### config.mk
export PLATFORM = sky130hd
export DESIGN_NAME = spram_be_ctrl
export DESIGN_NICKNAME = d
export VERILOG_FILES = /design/src/rtl/spram_be_ctrl.sv
export SDC_FILE = /design/constraint.sdc
export NUM_CORES = 1
export LEC_CHECK = 0
export ABC_CLOCK_PERIOD_IN_PS = 5800
export CORE_MARGIN = 2
export CORE_UTILIZATION = 49
export CTS_CLUSTER_SIZE = 24
export DETAILED_ROUTE_END_ITERATION = 10
export PLACE_DENSITY = 0.85
export RECOVER_POWER = 100
export SLEW_MARGIN = 10
export SYNTH_ARGS = -nofsm -noshare
export SYNTH_HDL_FRONTEND = slang
export SYNTH_SLANG_ARGS = --single-unit
### constraint.sdc
create_clock -name clock_in -period 5.8 [get_ports clock_in]
set_input_delay 0.87 -clock clock_in [delete_from_list [all_inputs] [get_ports clock_in]]
set_output_delay 0.87 -clock clock_in [all_outputs]
set_load 0.05 [all_outputs]
### src/rtl/spram_be_ctrl.sv
// Request/response front end for a byte-enable single-port RAM with 1-cycle read latency.
// Read data is buffered in a 3-entry FIFO; credits gate acceptance so every inflight read has a slot.
module spram_be_ctrl #(
    parameter int DATA_WIDTH = 32,
    parameter int ADDR_WIDTH = 10
) (
    input  logic                    clock_in,
    input  logic                    reset_in,
    input  logic                    req_valid,
    output logic                    req_ready,
    input  logic                    req_write,
    input  logic [ADDR_WIDTH-1:0]   req_addr,
    input  logic [DATA_WIDTH/8-1:0] req_be,
    input  logic [DATA_WIDTH-1:0]   req_wdata,
    output logic                    rsp_valid,
    input  logic                    rsp_ready,
    output logic [DATA_WIDTH-1:0]   rsp_data,
    output logic [ADDR_WIDTH-1:0]   mem_address,
    output logic [DATA_WIDTH/8-1:0] mem_byteena,
    output logic [DATA_WIDTH-1:0]   mem_data,
    output logic                    mem_wren,
    input  logic [DATA_WIDTH-1:0]   mem_q
);

    localparam int BE_W  = DATA_WIDTH / 8;
    localparam int DEPTH = 3;

    logic                  accept;
    logic                  push;
    logic                  pop;
    logic                  inflight;
    logic                  ready_en;
    logic [1:0]            wr_ptr;
    logic [1:0]            rd_ptr;
    logic [1:0]            fifo_count;
    logic [2:0]            credits_used;
    logic [DATA_WIDTH-1:0] fifo_mem [DEPTH];

    function automatic logic [1:0] ptr_inc(input logic [1:0] p);
        return (p == 2'(DEPTH - 1)) ? 2'd0 : p + 2'd1;
    endfunction

    assign accept       = req_valid & req_ready;
    assign push         = inflight;
    assign pop          = rsp_valid & rsp_ready;
    assign credits_used = {2'b00, inflight} + {1'b0, fifo_count};

    // ready_en keeps req_ready low during reset and raises it on the first edge after release
    assign req_ready = ready_en & (credits_used < 3'(DEPTH));

    assign mem_address = req_addr;
    assign mem_data    = req_wdata;
    assign mem_wren    = accept & req_write;
    assign mem_byteena = mem_wren ? req_be : {BE_W{1'b0}};

    assign rsp_valid = (fifo_count != 2'd0);
    assign rsp_data  = rsp_valid ? fifo_mem[rd_ptr] : {DATA_WIDTH{1'b0}};

    // Stage 0 -> 1: request accepted, RAM output captured into the FIFO one cycle later
    always_ff @(posedge clock_in or posedge reset_in) begin
        if (reset_in) begin
            ready_en   <= 1'b0;
            inflight   <= 1'b0;
            wr_ptr     <= 2'd0;
            rd_ptr     <= 2'd0;
            fifo_count <= 2'd0;
        end else begin
            ready_en <= 1'b1;
            inflight <= accept & ~req_write;
            if (push) begin
                wr_ptr <= ptr_inc(wr_ptr);
            end
            if (pop) begin
                rd_ptr <= ptr_inc(rd_ptr);
            end
            case ({push, pop})
                2'b10:   fifo_count <= fifo_count + 2'd1;
                2'b01:   fifo_count <= fifo_count - 2'd1;
                default: fifo_count <= fifo_count;
            endcase
        end
    end

    always_ff @(posedge clock_in) begin
        if (push) begin
            fifo_mem[wr_ptr] <= mem_q;
        end
    end

endmodule

==> summary.md, run 1 <==
| Metric | Value |
|---|---|
| Outcome | finished, violations left |
| Failing checks | capacitance limit, slew limit |
| Synth Register Bits | about 100 |
| WL met3 | 480 um |
| Sw Share | 0.4354 |
| Rows | 35 |
| DRT Wirelength | 8293 um |
| Crit path max fanout | 35 |
| DP HPWL | 5330 um |
| Post-CTS Setup Inserts | 0 |
| PortBufs | 79 |
| Initial antenna violation count | 0 |
| Drt wl/cell | 17.95 um |
| Sequential share of power | 0.383 |
| Worst-Skew Late Latency | about 0.36 ns |
| PD cells | 507.8 nW/um^2 |
| Crit start category | flop |
| Io pins | 164 |
| Fraction of layout cells with a size suffix above 1 | 0.1502 |
| Top post-synthesis cells by area | edfxtp_1 62%, mux2_4 8.7%, buf_4 7.3% |
| Overall Power | approximately 2.7 mW |
| DRT Pass-1 Iters | 4 |
| Hold/Removal Path Class | flop to flop |
| Total Neg Setup Slack | 0 ns |
| Share of Yosys cell area claimed by the top area cell type | 0.6205 |
| VDD IR max | around 270 uV |
| Worst Path Arrival | 3.44 ns |
| Area grow syn2layout | 15.11% |
| Crit path from | rd_ptr[1] |
| WP buf/inv | 1 |
| Unrepaired setup endpoints after global routing | no |
| Final hold violation count | 0 |
| P_int | 1.533 mW |
| Hold Buf Count CTS | 0 |
| Critical path class | flop to primary output |
| Vias | 2291 |
| Post-synthesis instance area | 4646 um^2 |
| Total clock sinks | 104 |
| Crit path max-delay family | flip-flops |
| Leak | 1.984 nW |
| Min-Delay Startpoint | wr_ptr[1] |
| Synthesized instance count | 289 |
| Vias in the first global route | 2431 |
| CTS buffer count | 9 |
| Die width | 101.4 um |
| Crit path max-delay cell type | dfrtp_1 |
| Clk root buf | clkbuf_8 |
| DRT antenna net count | 0 |
| Initial Utilization | 0.5028 |
| Netlist cell types | 27 |
| Psw | 1.182 mW |
| Final RePlAce weighted congestion | 0.7168 |
| Core area | between 9000 and 10000 um^2 |
| CTS tree | built |
| Slew headroom | -1.080 |
| Register area | 3084 um^2 |
| First-pass GRT wire length | about 12000 um |
| Total track usage | 0.1629 |
| Ys Warns | 0 |
| Routed met2 length | 4342 um |
| Grt ovf | 0 |
| DRT iter0 DRCs | between 70 and 80 |
| Post-synth top area cell | edfxtp_1 |
| Avg Inst Size Synth | 16.08 um^2 |
| Largest net degree at the start of global routing | 36 |
| Clock skew | 0.02123 ns |
| Nets | slightly above 400 |
| Cts repair resizes | 0 |
| Max Cap Viol | 4 |
| Highest Signal Layer | met4 |
| Die Y | 101.4 um |
| Die area | 10280 um^2 |
| Area of the multi-input gates | 1101 um^2 |
| Cell Chain, Critical Path | mux2i_1 > nor2_1 > dlygate4sd3_1 |
| Metal-1 WL | ~3200 um |
| Setup Viol. Count Final | 0 |
| Final Max Tran Viols | approximately 120 |
| RR Startpoint | inflight |
| Critical Path Sink Type | primary output |
| Max frequency | around 0.23 GHz |
| Fill cell count | 740 |
| Clock Power Share | 0.151 |
| Slowest stage delay, CP | 1.71 ns |
| N_diodes | 0 |
| Synthesized Nets | ~380 |
| H-tree depth | 3 |
| DRC Markers | 0 |
| Actual slew at the worst max-slew pin | 3.109 ns |
| CTS Buffer Depth | 2 |
| Gate power share | 0.466 |
| Seq/Total Area, Yosys | 0.6636 |
| Min Clock Period, post-route | 4.310 ns |
| CP required | a little under 5 ns |
| Via density | 4.959 |
| Final Cycle Share | 0.7432 |
| Reg clk slew, reported paths | 0.11 ns |
metal layers:
metal  GRT usage  up-vias
met5           0        -
met4     0.09459        0
met3     0.03175       31
met2      0.2797       71
met1      0.1908     1113
li1            -     1076
cells in the final DEF (no fill, tap or decap):
master	synthesis	routed
o21ai_0	2	2
conb_1	1	1
mux2_2	5	5
mux2_4	27	27
nor2_1	36	35
nor2b_1	1	1
nor2_2	0	1
a2111oi_0	0	1
and2_1	1	1
nand2_1	3	3
clkbuf_8	0	9
ha_1	3	3
dfrtp_1	8	7
nand2b_1	1	1
edfxtp_1	96	96
inv_1	6	6
xor2_1	1	1
clkbuf_1	1	2
a21o_1	3	3
nor3_1	2	2
clkinv_2	0	1
and3_1	4	4
dlygate4sd3_1	0	73
xnor2_1	2	2
clkinv_4	0	1
mux2i_1	32	32
buf_4	45	1
a211oi_1	1	1
inv_6	0	4
dfrtp_2	0	1
clkdlybuf4s50_1	0	6
area by class of cell:
class | count | share of cell area
flip-flops and latches | 104 | 0.5767
clock buffers | 10 | 0.02387
multi-input cells | 126 | 0.2059
clock inverters | 6 | 0.009125
inverters | 6 | 0.004212
well taps | 129 | 0.03018
repair buffers | 81 | 0.1500
logic make-up (layout without fill, tap and decap cells):
family	count (synthesis)	count (layout)	share of synthesized area
other	1	1	0.0008072
AND/OR/NAND/NOR	48	48	0.04309
multiplexers	64	64	0.1683
adder cells (fa/ha/maj)	3	3	0.008081
XOR/XNOR	3	3	0.005657
buffers and inverters	59	103	0.09588
AO/OA/AOI/OAI	7	7	0.01454
flip-flops	104	104	0.6636
state kept, by name (all words and copies together), names as in the netlist:
name,flops
wr_ptr,2
ready_en,1
fifo_mem,96
inflight,1
fifo_count,2
rd_ptr,2
synthesized netlist by cell type (all sizes together):
master and number:
nor3 2, mux2 32, nor2b 1, nand2 3
a2111oi 1, o21ai 2, xor2 1, and2 1
mux2i 32, buf 52, nor2 36, and3 4
xnor2 2, ha 3, conb 1, edfxtp 96
clkbuf 1, a21o 3, dfrtp 8, a211oi 1
inv 6, nand2b 1
worst register-to-register path: stages, from the launching register on:
cell and delay, ns:
dfrtp_1 0.41, inv_1 0.10, nor3_1 1.26, clkbuf_1 1.11
power groups by stage:
stage	logic, mW	registers [mW]	clock network [mW]
after global placement	1.33	1.06	0
final	1.27	1.04	0.411
after detailed placement	1.34	1.07	0
after CTS	1.34	1.05	0.426
after global routing	1.33	1.06	0.456
after floorplan	1.16	0.926	0
worst paths after layout:
| path | to | slack [ns] | cells past startpoint |
|---|---|---|---|
| max | rsp_data[30] | 1.49 | 3 |
| min | wr_ptr[1] | 0.55 | 1 |
| max reg2reg | fifo_mem[0][2] | 2.52 | 3 |
| min reg2reg | wr_ptr[1] | 0.55 | 1 |
| max in group asynchronous | fifo_count[0] | 4.67 | 2 |
| min in group asynchronous | rd_ptr[1] | 0.88 | 2 |
stage by stage:
stage,area (um^2),utilization,worst slack (ns),hold WS (ns),instances
after floorplan,4646,-,2.592,0.4845,289
after global placement,5215,0.5644,2.305,0.5228,446
after detailed placement,5215,0.5644,2.254,0.5394,446
after CTS,5391,0.5835,2.000,0.5528,462
after global routing,5348,0.5787,1.284,0.5747,462
final,5348,0.5787,1.490,0.5541,462
No activity file was read; power rests on OpenSTA's default activity.
==> run 2: changes to the inputs <==
Settings changed: ABC_CLOCK_PERIOD_IN_PS 5800 to 4400, CORE_UTILIZATION 49 to 45, PLACE_DENSITY 0.85 to 0.79.
Clock period 5.8 ns to 4.4 ns, I/O delays scaled along.
==> summary.md, run 2 (synthesis gave the netlist of run 1 again) <==
| Metric | Value |
|---|---|
| DRC Markers | 0 |
| Crit path max fanout | 33 |
| Initial antenna violation count | 0 |
| Max FFs per register | between 90 and 100 |
| Hold Buf Count CTS | 0 |
| Final RePlAce weighted congestion | between 0.7 and 0.8 |
| Overall Power | 3.565 mW |
| Final Max Tran Viols | 67 |
| CTS buffer count | 9 |
| Reg2Reg Depth | 2 |
| Failing checks | capacitance limit, slew limit |
| Actual slew at the worst max-slew pin | 2.967 ns |
| PortBufs | 79 |
| Worst-Skew Late Latency | 0.37 ns |
| Io pins | ~160 |
| Met2 usage | 0.2631 |
| Clk root buf | clkbuf_8 |
| Clock skew | 0.01256 ns |
| Fill cell count | 892 |
| Area grow syn2layout | 15.84% |
| Via density | 4.987 |
| Leak | just under 2 nW |
| Total Neg Setup Slack | 0 ns |
| N_diodes | 0 |
| Busiest metal layer after global routing | met2 |
| Rows | 37 |
| Max Cap Viol | 2 |
| Layout Utilization | 0.5284 |
| Unrepaired setup endpoints after global routing | no |
| Total clock sinks | ~100 |
| Final Instance Area | approximately 5400 um^2 |
| Critical path class | flop to primary output |
| Core area | 10180 um^2 |
| Dpl cell area | 5236 um^2 |
| Grt ovf | 0 |
| Met3 usage | 0.03463 |
| Die Y | between 100 and 150 um |
| Cts repair resizes | 0 |
| Setup Viol. Count Final | 0 |
| Reg clk slew, reported paths | 0.09 ns |
| Outcome | finished, violations left |
| H-tree depth | 3 |
| Biggest register | fifo_mem |
| Nets | 415 |
| Vias | 2344 |
| Fraction of layout cells with a size suffix above 1 | 0.1557 |
| Drt wl/cell | 17.55 um |
| Max frequency | 0.2758 GHz |
| First-pass GRT wire length | between 10000 and 15000 um |
| Min Clock Period, post-route | roughly 3.6 ns |
| Hold/Removal Path Class | flop to flop |
| DRT iter0 DRCs | 107 |
| Initial Utilization | 0.4561 |
| Largest net degree at the start of global routing | 36 |
| CTS tree | built |
| Most frequent cells in the layout | 96 x edfxtp_1, 71 x dlygate4sd3_1, 35 x nor2_1, 32 x mux2i_1, 27 x mux2_4 |
| Commonest non-fill, non-tap cell in the layout | edfxtp_1 |
| Die width | ~110 um |
| Total track usage | 0.1503 |
| Die area | 11150 um^2 |
| DP HPWL | between 5000 and 6000 um |
| Hold Path Stages | 1 |
| CP required | 3.74 ns |
| PD cells | 662.5 nW/um^2 |
| Met1 usage | 0.1651 |
| Worst Path Arrival | 2.97 ns |
| Post-CTS Setup Inserts | 0 |
| VDD IR max | 310.7 uV |
| Final Cycle Share | 0.8241 |
| DRT antenna net count | 0 |
| Final hold violation count | 0 |
| Slew headroom | -0.9853 |
| DRT Wirelength | 8249 um |
| Vias in the first global route | 2469 |
| Crit start category | flop |
| DRT Pass-1 Iters | 4 |
| CTS Buffer Depth | 2 |
| R2r setup slk | 1.30 ns |
| Critical Path Sink Type | primary output |
-- run 2: changes by cell type in the layout (fill, tap and decap cells not counted), sizes merged --
cell,previous run,this run
clkdlybuf4s50,6,8
dlygate4sd3,73,71
inv,10,9
clkinv,2,3
clkinvlp,0,1
-- run 2: worst paths after layout --
check,start,endpoint
hold / removal,wr_ptr[0],wr_ptr[0]
setup reg to reg,wr_ptr[0],fifo_mem[1][3]
hold reg to reg,wr_ptr[0],wr_ptr[0]
max in group asynchronous,reset_in,rd_ptr[1]
setup / recovery,fifo_count[0],rsp_data[10]
min in group asynchronous,reset_in,fifo_count[1]
-- run 2: report_power, final --
| part | internal (mW) | switching [mW] | total (mW) |
|---|---|---|---|
| sequential | 1.17 | 0.120 | 1.29 |
| clock | 0.212 | 0.329 | 0.541 |
| combinational | 0.628 | 1.11 | 1.73 |
-- run 2: cell type report --
class | instances | area, um^2 | share of cell area
Clock buffer | 9 | 123.9 | 0.02302
Multi-Input combinational cell | 126 | 1120 | 0.2081
Clock inverter | 7 | 53.80 | 0.009998
Timing Repair Buffer | 82 | 805.8 | 0.1497
Inverter | 6 | 22.52 | 0.004185
Tap cell | 136 | 170.2 | 0.03162
Sequential cell | 104 | 3085 | 0.5734
-- run 2: worst max-delay path, stage by stage (launching register included) --
cell	delay, ns
dfrtp_1	0.46
nor2_2	1.11
nor2_1	0.19
dlygate4sd3_1	0.84
-- run 2: per-layer routing --
layer  part of all wire  vias up
li1                   -     1075
met4              0.039        0
met3              0.057       35
met2               0.52       74
met5                  0        -
met1               0.38     1160
-- run 2: through the flow --
| step | cells | setup WS (ns) | hold slack [ns] |
|---|---|---|---|
| after floorplan | 289 | 1.192 | 0.4757 |
| after global placement | 454 | 1.292 | 0.5590 |
| after global routing | 470 | 0.5191 | 0.5907 |
| after CTS | 470 | 0.8484 | 0.5554 |
| after detailed placement | 454 | 1.250 | 0.5957 |
| final | 470 | 0.7740 | 0.5552 |
